File: config.mk
export PLATFORM = sky130hd
export DESIGN_NAME = alu_exec_stage
export DESIGN_NICKNAME = d
export VERILOG_FILES = /design/src/rtl/alu_pkg.sv /design/src/rtl/alu_skid_buf.sv /design/src/rtl/alu_exec_stage.sv
export SDC_FILE = /design/constraint.sdc
export NUM_CORES = 1
export LEC_CHECK = 0
export BUFFER_PORTS_ARGS = -buffer_cell sky130_fd_sc_hd__buf_4
export CAP_MARGIN = 25
export CORE_MARGIN = 3
export CORE_UTILIZATION = 45
export CTS_CLUSTER_SIZE = 24
export DETAILED_ROUTE_END_ITERATION = 8
export GPL_ROUTABILITY_DRIVEN = 0
export PLACE_DENSITY_LB_ADDON = 0.2
export RECOVER_POWER = 100
export SYNTH_ARGS = -nofsm -noshare
export SYNTH_HDL_FRONTEND = slang
export SYNTH_SLANG_ARGS = --single-unit
File: constraint.sdc
create_clock -name clk -period 5 [get_ports clk]
set_clock_uncertainty 0.2 [all_clocks]
set_input_delay 0 -clock clk [delete_from_list [all_inputs] [get_ports clk]]
set_output_delay 0 -clock clk [all_outputs]
set_load 0.03 [all_outputs]
File: src/rtl/alu_pkg.sv
// alu_pkg: opcodes, flag bit positions and the packed beat carried from EX toward EX/MEM
package alu_pkg;
  localparam int DATA_W = 16;
  localparam int REG_W = 3;
  localparam logic [2:0] OP_LOAD = 3'b001;
  localparam logic [2:0] OP_STORE = 3'b010;
  localparam logic [2:0] OP_ADD = 3'b011;
  localparam logic [2:0] OP_NOT = 3'b100;
  localparam logic [2:0] OP_NOP = 3'b101;
  localparam int FLAG_Z = 0;
  localparam int FLAG_N = 1;
  localparam int FLAG_C = 2;
  typedef struct packed {
    logic [DATA_W-1:0] result;
    logic [DATA_W-1:0] store_data;
    logic [REG_W-1:0] rd;
    logic reg_write;
    logic mem_read;
    logic mem_write;
    logic illegal_op;
  } beat_t;
endpackage

File: src/rtl/alu_skid_buf.sv
// alu_skid_buf: 2-entry valid/ready buffer; entry0 drives the output, entry1 absorbs a beat during a stall
module alu_skid_buf #(
  parameter int W = 8
) (
  input  logic         clk,
  input  logic         rst,
  input  logic         in_valid,
  output logic         in_ready,
  input  logic [W-1:0] in_data,
  output logic         out_valid,
  input  logic         out_ready,
  output logic [W-1:0] out_data
);
  logic         v0, v1;
  logic [W-1:0] d0, d1;
  logic         acc, drn;
  assign in_ready = !v1;
  assign acc = in_valid && in_ready;
  assign drn = v0 && out_ready;
  assign out_valid = v0;
  assign out_data = d0;
  // entry0 refills from entry1 first to keep order, otherwise from the input; a stalled accept lands in entry1
  always_ff @(posedge clk) begin
    if (rst) begin
      v0 <= 1'b0;
      v1 <= 1'b0;
      d0 <= '0;
      d1 <= '0;
    end else if (!v0 || drn) begin
      v0 <= v1 || acc;
      v1 <= 1'b0;
      if (v1) d0 <= d1;
      else if (acc) d0 <= in_data;
    end else if (acc) begin
      v1 <= 1'b1;
      d1 <= in_data;
    end
  end
endmodule

File: src/rtl/alu_exec_stage.sv
// alu_exec_stage: execute-stage ALU feeding EX/MEM through a skid buffer; ALU_FLAGS_EN enables the {C,N,Z} register
module alu_exec_stage
  import alu_pkg::*;
#(
  parameter int WIDTH = DATA_W,
  parameter int RD_W = REG_W
) (
  input  logic             clk,
  input  logic             rst,
  input  logic             InValid,
  output logic             InReady,
  input  logic [2:0]       Operation,
  input  logic [WIDTH-1:0] SrcA,
  input  logic [WIDTH-1:0] SrcB,
  input  logic [RD_W-1:0]  RdIn,
  output logic             OutValid,
  input  logic             OutReady,
  output logic [WIDTH-1:0] Result,
  output logic [WIDTH-1:0] StoreData,
  output logic [RD_W-1:0]  RdOut,
  output logic             RegWrite,
  output logic             MemRead,
  output logic             MemWrite,
  output logic             IllegalOp,
  output logic [2:0]       Flags
);
  beat_t b, ob;
  logic  acc;
  assign acc = InValid && InReady;
  // decode the operation into a beat; undefined codes fall through to an all-zero Nop with IllegalOp set
  always_comb begin
    b = '0;
    b.result = (Operation == OP_LOAD || Operation == OP_STORE) ? SrcA :
               (Operation == OP_ADD) ? SrcA + SrcB :
               (Operation == OP_NOT) ? ~SrcA : '0;
    b.store_data = (Operation == OP_STORE) ? SrcB : '0;
    b.rd = RdIn;
    b.reg_write = Operation == OP_LOAD || Operation == OP_ADD || Operation == OP_NOT;
    b.mem_read = Operation == OP_LOAD;
    b.mem_write = Operation == OP_STORE;
    b.illegal_op = !(Operation inside {OP_LOAD, OP_STORE, OP_ADD, OP_NOT, OP_NOP});
  end
  alu_skid_buf #(.W($bits(beat_t))) u_skid (
    .clk(clk),
    .rst(rst),
    .in_valid(InValid),
    .in_ready(InReady),
    .in_data(b),
    .out_valid(OutValid),
    .out_ready(OutReady),
    .out_data(ob)
  );
  assign Result = ob.result;
  assign StoreData = ob.store_data;
  assign RdOut = ob.rd;
  assign RegWrite = ob.reg_write;
  assign MemRead = ob.mem_read;
  assign MemWrite = ob.mem_write;
  assign IllegalOp = ob.illegal_op;
`ifdef ALU_FLAGS_EN
  logic [2:0] flags_q;
  logic       carry;
  assign carry = (SrcA + SrcB) < SrcA;
  assign Flags = flags_q;
  // flags follow program order by updating when a beat is accepted, not when it leaves
  always_ff @(posedge clk) begin
    if (rst) flags_q <= '0;
    else if (acc && (Operation == OP_ADD || Operation == OP_NOT)) begin
      flags_q[FLAG_Z] <= b.result == '0;
      flags_q[FLAG_N] <= b.result[WIDTH-1];
      if (Operation == OP_ADD) flags_q[FLAG_C] <= carry;
    end
  end
`else
  logic unused_acc;
  assign unused_acc = acc;
  assign Flags = 3'b000;
`endif
endmodule
==> metrics.md, run 1 <==
| Metric | Value |
|---|---|
| CTS tree | `built` |
| Vias in the first global route | `4233` |
| Least-Margin Pin Slew | `2.15 ns` |
| H-tree levels | `3` |
| Die Height | `106 um` |
| Leak | `0.00209 uW` |
| CP bufs+invs | `2` |
| Mapped Cells | `578` |
| Slowest stage delay, CP | `1.56 ns` |
| Flops & latches, synth | `80` |
| Most frequent cells in the layout | `dfxtp_1, nand2_1, a21oi_1` |
| Arrival time worst endpoint | `3.74 ns` |
| Area share of fa/ha/maj cells after synthesis | `4.64%` |
| Vias per cell | `5.72` |
| Max-capacitance violation count | `1` |
| Critical path fanouts, max | `51` |
| First-pass GRT wire length | `21100 um` |
| CP Launch Type | `flip-flop` |
| Endpoints failing setup | `0` |
| Clk sinks | `80` |
| Synth warn | `0` |
| Synth area leaders | `dfxtp_1, a21oi_1, nand2_1` |
| Synth cell types | `54` |
| Most utilized layer in the global route result | `met2` |
| Final ANT Viol Nets | `0` |
| WL/cell | `16.4 um` |
| CP delay by family, top | `buffers and inverters` |
| Setup slack, reg-to-reg | `1.37 ns` |
| Post-synth EDFFs | `0` |
| Sequential fraction of the synthesis area | `35.8%` |
| Die width | `106 um` |
| Status | `finished with violations` |
| Nets | `727` |
| Largest net degree at the start of global routing | `70` |
| Largest family of logic cells by synthesized area | `compound AO/OA/AOI/OAI gates` |
| Synth Cell Area | `4470 um^2` |
| GRT met1 Usage | `31.1%` |
| Core region area | `9460 um^2` |
| Final non-filler cell area | `5500 um^2` |
| Failing checks | `capacitance limit, slew limit` |
| Initial antenna violation count | `0` |
| Area of the multi-input gates | `2630 um^2` |
| Clock buffer count from CTS | `9` |
| Crit path cell chain | `nand2b_1 -> nor3b_4 -> clkbuf_1 -> nand3_1 -> a21oi_1 -> dlygate4sd3_1` |
| Total number of vias | `4592` |
| Critical path required time | `5.11 ns` |
| Syn avg cell area | `7.74 um^2` |
| Initial Util | `47.3%` |
| Final Hold Fails | `0` |
| I/O Buffers | `82` |
| Postcts setup bufs | `0` |
| XOR/XNOR Fraction of Synth Area | `1.96%` |
| Peak VDD IR | `0.125 mV` |
| Num rows | `35` |
| Die area | `11200 um^2` |
| Met3 Track Usage GR | `4.04%` |
| Dpl hpwl | `8930 um` |
| Area Overhead vs Synth | `22.9%` |
| Peak Freq | `276 MHz` |
| Filler Cells Inserted | `939` |
| Grt ovf | `0` |
| Setup_tns | `0 ns` |
| Residual DRC count | `0` |
| Share of cells above drive strength 1 | `11.1%` |
| DRT Wirelength | `13200 um` |
| Clock Latency Late Sink | `0.36 ns` |
| Met2 Use GR | `38.0%` |
| Tot GR Track Use | `23.3%` |
| Critical path type | `reg -> reg` |
| CTS clk-pin slew, worst paths | `0.10 ns` |
| Simple-gate portion of the synthesized area | `23.3%` |
| Hold Crit Class | `in -> reg` |
| Commonest register cell after synthesis | `dfxtp_1` |
| Unrepaired setup endpoints after global routing | `no` |
| Slowest CP cell | `clkbuf_1` |
| Final period utilization | `72.6%` |
| Mux cell area share after synthesis | `1.90%` |
| Number of DRC markers in iteration 0 | `330` |
| Rel. slew slack | `-43.2%` |
| Yosys top cell by area | `dfxtp_1` |
| Synth top area share | `35.8%` |
| Reg area | `1600 um^2` |
| Post-DP Area | `5120 um^2` |
| Final Util | `58.1%` |
| Ports | `86` |
| Root Buffer | `clkbuf_8` |
| CTS Buffer Depth | `2` |
| Worst Setup End Kind | `flip-flop` |
| Pwr dens | `285 nW/um^2` |
| Min cycle time layout | `3.63 ns` |
| Slew Viols, Final | `52` |
| First-pass DRT Iterations | `5` |
| Synth Area in Compound Gates | `27.1%` |
| Antenna Cells | `0` |
| Asr flop ratio synth | `0%` |
| Commonest non-fill, non-tap cell in the layout | `dfxtp_1` |
layer usage:
metal	share of wire (%)	vias to the layer above
li1	-	2261
met1	43	2130
met2	48	174
met3	6.2	27
met4	2.5	0
met5	0	-
cells in the mapped netlist (all sizes together) (6+ instances only):
cell type	number
inv	6
nor2	55
and3	20
nand2b	14
clkbuf	33
nor3	24
a31oi	8
o21ai	37
dfxtp	80
a21oi	66
nand3	20
nand2	76
ha	15
a211oi	31
o211ai	6
xnor2	7
buf	15
kinds of logic after synthesis:
| group | count (synthesis) |
|---|---|
| flops | 80 |
| other cells | 1 |
| xor+xnor | 10 |
| compound gates | 185 |
| fa+ha+maj | 16 |
| buf+inv | 55 |
| simple gates | 223 |
| mux | 8 |
worst paths after layout:
check	from	end	cells past startpoint
min reg2reg	u_skid.out_data[25]	u_skid.out_data[25]	2
max	u_skid.out_valid	u_skid.d1[11]	6
max reg2reg	u_skid.out_valid	u_skid.d1[11]	6
min	SrcA[7]	u_skid.d1[30]	5
area by class of cell:
type / count / share of cell area, %
Timing Repair Buffer: 126 / 15.7
Clock buffer: 10 / 2.50
Tap cell: 129 / 2.94
Sequential cell: 80 / 29.1
Multi-Input combinational cell: 445 / 47.9
Clock inverter: 6 / 1.34
Inverter: 7 / 0.478
what timing repair did:
| action | 4_1_cts | 5_1_grt |
|---|---|---|
| gates resized for setup | 0 | 0 |
| hold endpoints to repair | 66 | 0 |
| hold buffers | 37 | 0 |
worst register-to-register path, stage by stage (launching register included):
cell and delay (ns):
dfxtp_1 0.34, nand2b_1 0.29, nor3b_4 0.27, clkbuf_1 1.56, nand3_1 0.16, a21oi_1 0.20, dlygate4sd3_1 0.56
through the flow:
stage,instances,worst slack [ns],hold slack [ns],power (uW)
2_1_floorplan,580,2.79,-0.0640,945
3_3_place_gp,749,2.50,0.0620,1060
3_5_place_dp,750,2.49,0.0670,1070
4_1_cts,803,1.97,0.0188,1600
5_1_grt,803,1.10,0.0555,1640
6_report,803,1.37,0.0207,1570
flip-flops by register name (all words and copies together), names as in the netlist:
register and flops:
u_skid.out_valid 1, u_skid.out_data 39, u_skid.v1 1, u_skid.d1 39
where the power goes:
part           total, uW  internal (uW)  switching, uW
sequential           679            665           14.1
combinational        376            142            234
clock                513            251            262
No activity file was read; power rests on OpenSTA's default activity.
==> run 2, diff against run 1 <==
==> constraint.sdc (replaced) <==
create_clock -name clk -period 3.7 [get_ports clk]
set_clock_uncertainty 0.2 [all_clocks]
set_input_delay 0 -clock clk [delete_from_list [all_inputs] [get_ports clk]]
set_output_delay 0 -clock clk [all_outputs]
set_load 0.03 [all_outputs]
==> metrics.md, run 2 (synthesis results as in run 1) <==
| Metric | Value |
|---|---|
| Worst hold start | `Operation[2]` |
| Slowest stage delay, CP | `0.58 ns` |
| Area Overhead vs Synth | `22.0%` |
| Min cycle time layout | `3.17 ns` |
| WL/cell | `16.4 um` |
| Residual DRC count | `0` |
| Antenna Cells | `0` |
| Arrival time worst endpoint | `3.19 ns` |
| Hold Crit Class | `in -> reg` |
| H-tree levels | `3` |
| Postcts setup bufs | `0` |
| Slew Viols, Final | `0` |
| CTS Buffer Depth | `2` |
| Share of cells above drive strength 1 | `11.0%` |
| Clock Latency Late Sink | `0.36 ns` |
| Nets | `724` |
| Rel. slew slack | `11.6%` |
| Hold path depth | `3` |
| Vias per cell | `5.73` |
| Clk sinks | `80` |
| Register-to-Register Path Depth | `6` |
| Dpl hpwl | `8780 um` |
| Setup slack, reg-to-reg | `0.79 ns` |
| Largest net degree at the start of global routing | `69` |
| CTS clk-pin slew, worst paths | `0.09 ns` |
| Critical path required time | `3.72 ns` |
| Setup_tns | `0 ns` |
| CTS tree | `built` |
| Root Buffer | `clkbuf_8` |
| Critical path fanouts, max | `5` |
| I/O Buffers | `82` |
| CP Launch Type | `input pin` |
| Crit path cell chain | `dlygate4sd3_1 -> clkbuf_1 -> ha_1 -> fa_1 -> a21o_1 -> a221oi_1 -> xnor2_1 -> a221oi_1 -> o21ai_0 -> nand2_1 -> a21oi_1` |
| Die width | `106 um` |
| Vias in the first global route | `4157` |
| Max-capacitance violation count | `0` |
| Grt ovf | `0` |
| Final period utilization | `85.7%` |
| Critical path type | `in -> reg` |
| Status | `finished, final reports clean` |
| Peak VDD IR | `0.270 mV` |
| Number of DRC markers in iteration 0 | `273` |
| Commonest non-fill, non-tap cell in the layout | `dfxtp_1` |
| Initial Util | `47.3%` |
| Unrepaired setup endpoints after global routing | `no` |
| Ports | `86` |
| Core region area | `9460 um^2` |
| Peak Freq | `315 MHz` |
| Endpoints failing setup | `0` |
| Die area | `11200 um^2` |
| Reg area | `1600 um^2` |
| Final Hold Fails | `0` |
| Total number of vias | `4583` |
| DRT Wirelength | `13200 um` |
| Clock buffer count from CTS | `9` |
| Area of the multi-input gates | `2620 um^2` |
| Tot GR Track Use | `22.9%` |
| Least-Margin Pin Slew | `1.32 ns` |
| Worst Setup End Kind | `flip-flop` |
| Filler Cells Inserted | `920` |
| Initial antenna violation count | `0` |
| R2R Path End | `u_skid.d1[2]` |
| Hold Crit Endpoint | `u_skid.d1[0]` |
| Leak | `0.00208 uW` |
| First-pass DRT Iterations | `5` |
| Crit-path most repeated cell | `a221oi_1` |
| First-pass GRT wire length | `20800 um` |
| Num rows | `35` |
| Die Height | `106 um` |
| Total Power | `2100 uW` |
| Reg-to-reg startpoint | `u_skid.v1` |
| Most frequent cells in the layout | `dfxtp_1, nand2_1, a21oi_1` |
| Pwr dens | `385 nW/um^2` |
| Final ANT Viol Nets | `0` |
| Slowest CP cell | `a221oi_1` |
-- run 2: what timing repair did --
action / 4_1_cts / 5_1_grt
hold buffers: 34 / 0
resized for setup: 0 / 0
hold endpoints to repair: 64 / 0
-- run 2: how the worst max path moves through the flow --
| stage | endpoint | slack [ns] | depth (start not counted) | from |
|---|---|---|---|---|
| 4_1_cts | u_skid.d1[27] | 0.68 | 12 | SrcA[0] |
| 3_3_place_gp | u_skid.out_data[1] | 1.07 | 4 | u_skid.v1 |
| 5_1_grt | u_skid.d1[37] | 0.27 | 11 | SrcA[0] |
| 3_5_place_dp | u_skid.out_data[1] | 1.02 | 4 | u_skid.v1 |
| 6_report | u_skid.out_data[29] | 0.53 | 11 | SrcA[0] |
| 2_1_floorplan | u_skid.out_data[35] | 1.49 | 9 | SrcA[0] |
-- run 2: stage by stage --
stage	worst slack (ns)	area (um^2)	hold slack [ns]	std cells	utilization (%)
final	0.528	5460	0.0206	800	57.7
after floorplan	1.49	4480	-0.0640	580	-
after CTS	0.682	5660	0.0141	800	59.9
after global routing	0.274	5460	0.0384	800	57.7
after detailed placement	1.02	5120	0.0705	750	54.1
after global placement	1.07	5120	0.0611	750	54.1
-- run 2: report_power, final --
part           switching [uW]  internal (uW)  leakage (uW)
Sequential               22.4            899      0.000653
Combinational             311            189       0.00133
Clock                     345            336      0.000100
-- run 2: critical path: cells and delay by family --
family / cells / cell delay [ns]
and+or+nand+nor: 1 / 0.12
adders and majority gates: 2 / 0.69
xor gates and xnor gates: 1 / 0.13
buffers and inverters: 2 / 0.68
AOI/OAI and AO/OA: 5 / 1.58
-- run 2: final cells by class --
class,instances,share of cell area [%]
Multi-Input combinational cell,445,47.9
Sequential cell,80,29.4
Timing Repair Buffer,123,15.5
Tap cell,129,2.96
Clock buffer,11,2.59
Clock inverter,5,1.17
Inverter,7,0.482
-- run 2: per-layer routing --
metal / vias to the layer above / global-route usage (%) / wire length (um)
met1: 2152 / 30.4 / 5670
met4: 0 / 8.05 / 350
met5: - / 0 / 0
met3: 25 / 4.23 / 908
met2: 156 / 37.4 / 6230
li1: 2250 / - / -
==> run 3, diff against run 2 <==
--- a/config.mk
+++ b/config.mk
@@ -14,6 +14,7 @@
 export GPL_ROUTABILITY_DRIVEN = 0
 export PLACE_DENSITY_LB_ADDON = 0.2
 export RECOVER_POWER = 100
+export REMOVE_ABC_BUFFERS = 1
 export SYNTH_ARGS = -nofsm -noshare
 export SYNTH_HDL_FRONTEND = slang
 export SYNTH_SLANG_ARGS = --single-unit
==> metrics.md, run 3 (synthesis results as in run 1) <==
| Metric | Value |
|---|---|
| Leak | `0.00211 uW` |
| Endpoints failing setup | `0` |
| Failing checks | `hold timing` |
| Share of cells above drive strength 1 | `11.7%` |
| Slew Viols, Final | `0` |
| Antenna Cells | `0` |
| Pwr dens | `391 nW/um^2` |
| Slowest stage delay, CP | `1.18 ns` |
| Worst Setup End Kind | `flip-flop` |
| CTS Buffer Depth | `2` |
| WL/cell | `16.5 um` |
| CTS tree | `built` |
| CP bufs+invs | `1` |
| Clock buffer count from CTS | `9` |
| Status | `finished with violations` |
| Final Hold Fails | `1` |
| Crit path cell chain | `o21ai_1 -> clkbuf_2 -> nor3_1 -> a31oi_1 -> o21ai_0` |
| Total number of vias | `4603` |
| CTS clk-pin slew, worst paths | `0.08 ns` |
| Root Buffer | `clkbuf_8` |
| Ports | `86` |
| Total Power | `2150 uW` |
| CP delay by family, top | `compound AO/OA/AOI/OAI gates` |
| DRT Wirelength | `13200 um` |
| Dpl hpwl | `8580 um` |
| Nets | `726` |
| Clk sinks | `80` |
| I/O Buffers | `82` |
| Hold Crit Class | `in -> reg` |
| Area Overhead vs Synth | `23.0%` |
| Rel. slew slack | `9.50%` |
| Die width | `106 um` |
| Hold buffers post-CTS | `34` |
| Largest net degree at the start of global routing | `69` |
| Final period utilization | `83.5%` |
| Initial antenna violation count | `0` |
| Grt ovf | `0` |
| Num rows | `35` |
| Slowest CP cell | `o21ai_1` |
| Vias in the first global route | `4285` |
| Min cycle time layout | `3.09 ns` |
| Peak Freq | `324 MHz` |
| First-pass GRT wire length | `21400 um` |
| Postcts setup bufs | `0` |
| First-pass DRT Iterations | `5` |
| CP Launch Type | `flip-flop` |
| Unrepaired setup endpoints after global routing | `no` |
| Least-Margin Pin Slew | `1.35 ns` |
| Arrival time worst endpoint | `3.11 ns` |
| Commonest non-fill, non-tap cell in the layout | `dfxtp_1` |
| Worst hold margin | `-0.0499 ns` |
| Core region area | `9460 um^2` |
| Die area | `11200 um^2` |
| Most frequent cells in the layout | `dfxtp_1, nand2_1, a21oi_1` |
| Critical path fanouts, max | `26` |
| Initial Util | `47.3%` |
| Residual DRC count | `0` |
| Max-capacitance violation count | `0` |
| CTS resizes | `0` |
| Clock Latency Late Sink | `0.35 ns` |
| Number of DRC markers in iteration 0 | `307` |
| Vias per cell | `5.74` |
| Critical path type | `reg -> reg` |
| Setup_tns | `0 ns` |
| Critical path required time | `3.72 ns` |
| Tot GR Track Use | `23.3%` |
| Die Height | `106 um` |
| H-tree levels | `3` |
| Final ANT Viol Nets | `0` |
| Peak VDD IR | `0.240 mV` |
run 3: per-layer routing:
| metal | wire (um) | up-vias | track usage [%] |
|---|---|---|---|
| li1 | - | 2255 | - |
| met4 | 227 | 0 | 6.29 |
| met3 | 915 | 26 | 4.78 |
| met2 | 6320 | 178 | 39.3 |
| met5 | 0 | - | 0 |
| met1 | 5740 | 2144 | 30.2 |
run 3: path summary, 6_finish.rpt:
path,startpoint,endpoint,slack (ns),depth (start not counted)
worst max-delay path,u_skid.v1,u_skid.out_data[32],0.61,5
worst min-delay path,OutReady,u_skid.out_valid,-0.05,3
worst max register to register,u_skid.v1,u_skid.out_data[32],0.61,5
worst min register to register,u_skid.out_data[0],u_skid.out_data[0],0.25,2
run 3: stage by stage:
step | utilization [%] | cell area (um^2) | worst slack, ns | std cells
after detailed placement | 54.3 | 5130 | 1.15 | 752
after CTS | 60.2 | 5690 | 0.955 | 802
after global placement | 54.3 | 5130 | 1.19 | 752
final | 58.1 | 5500 | 0.612 | 802
after global routing | 58.1 | 5500 | 0.405 | 802
after floorplan | - | 4280 | 0.489 | 532
run 3: report_power, final:
group	switching (uW)	internal [uW]	total [uW]	leakage [uW]
registers	20.6	899	920	0.000652
logic	315	191	506	0.00134
clock network	328	395	723	0.000112
run 3: worst min-delay path: stages:
cell	delay, ns
buf_4	0.07
nand2b_1	0.27
a21oi_1	0.11
run 3: final cells by class:
class,count,area [um^2]
Multi-Input combinational cell,445,2630
Inverter,7,26.3
Timing Repair Buffer,125,857
Clock inverter,6,82.6
Clock buffer,10,138
Tap cell,129,161
Fill cell,954,3960
Sequential cell,80,1600
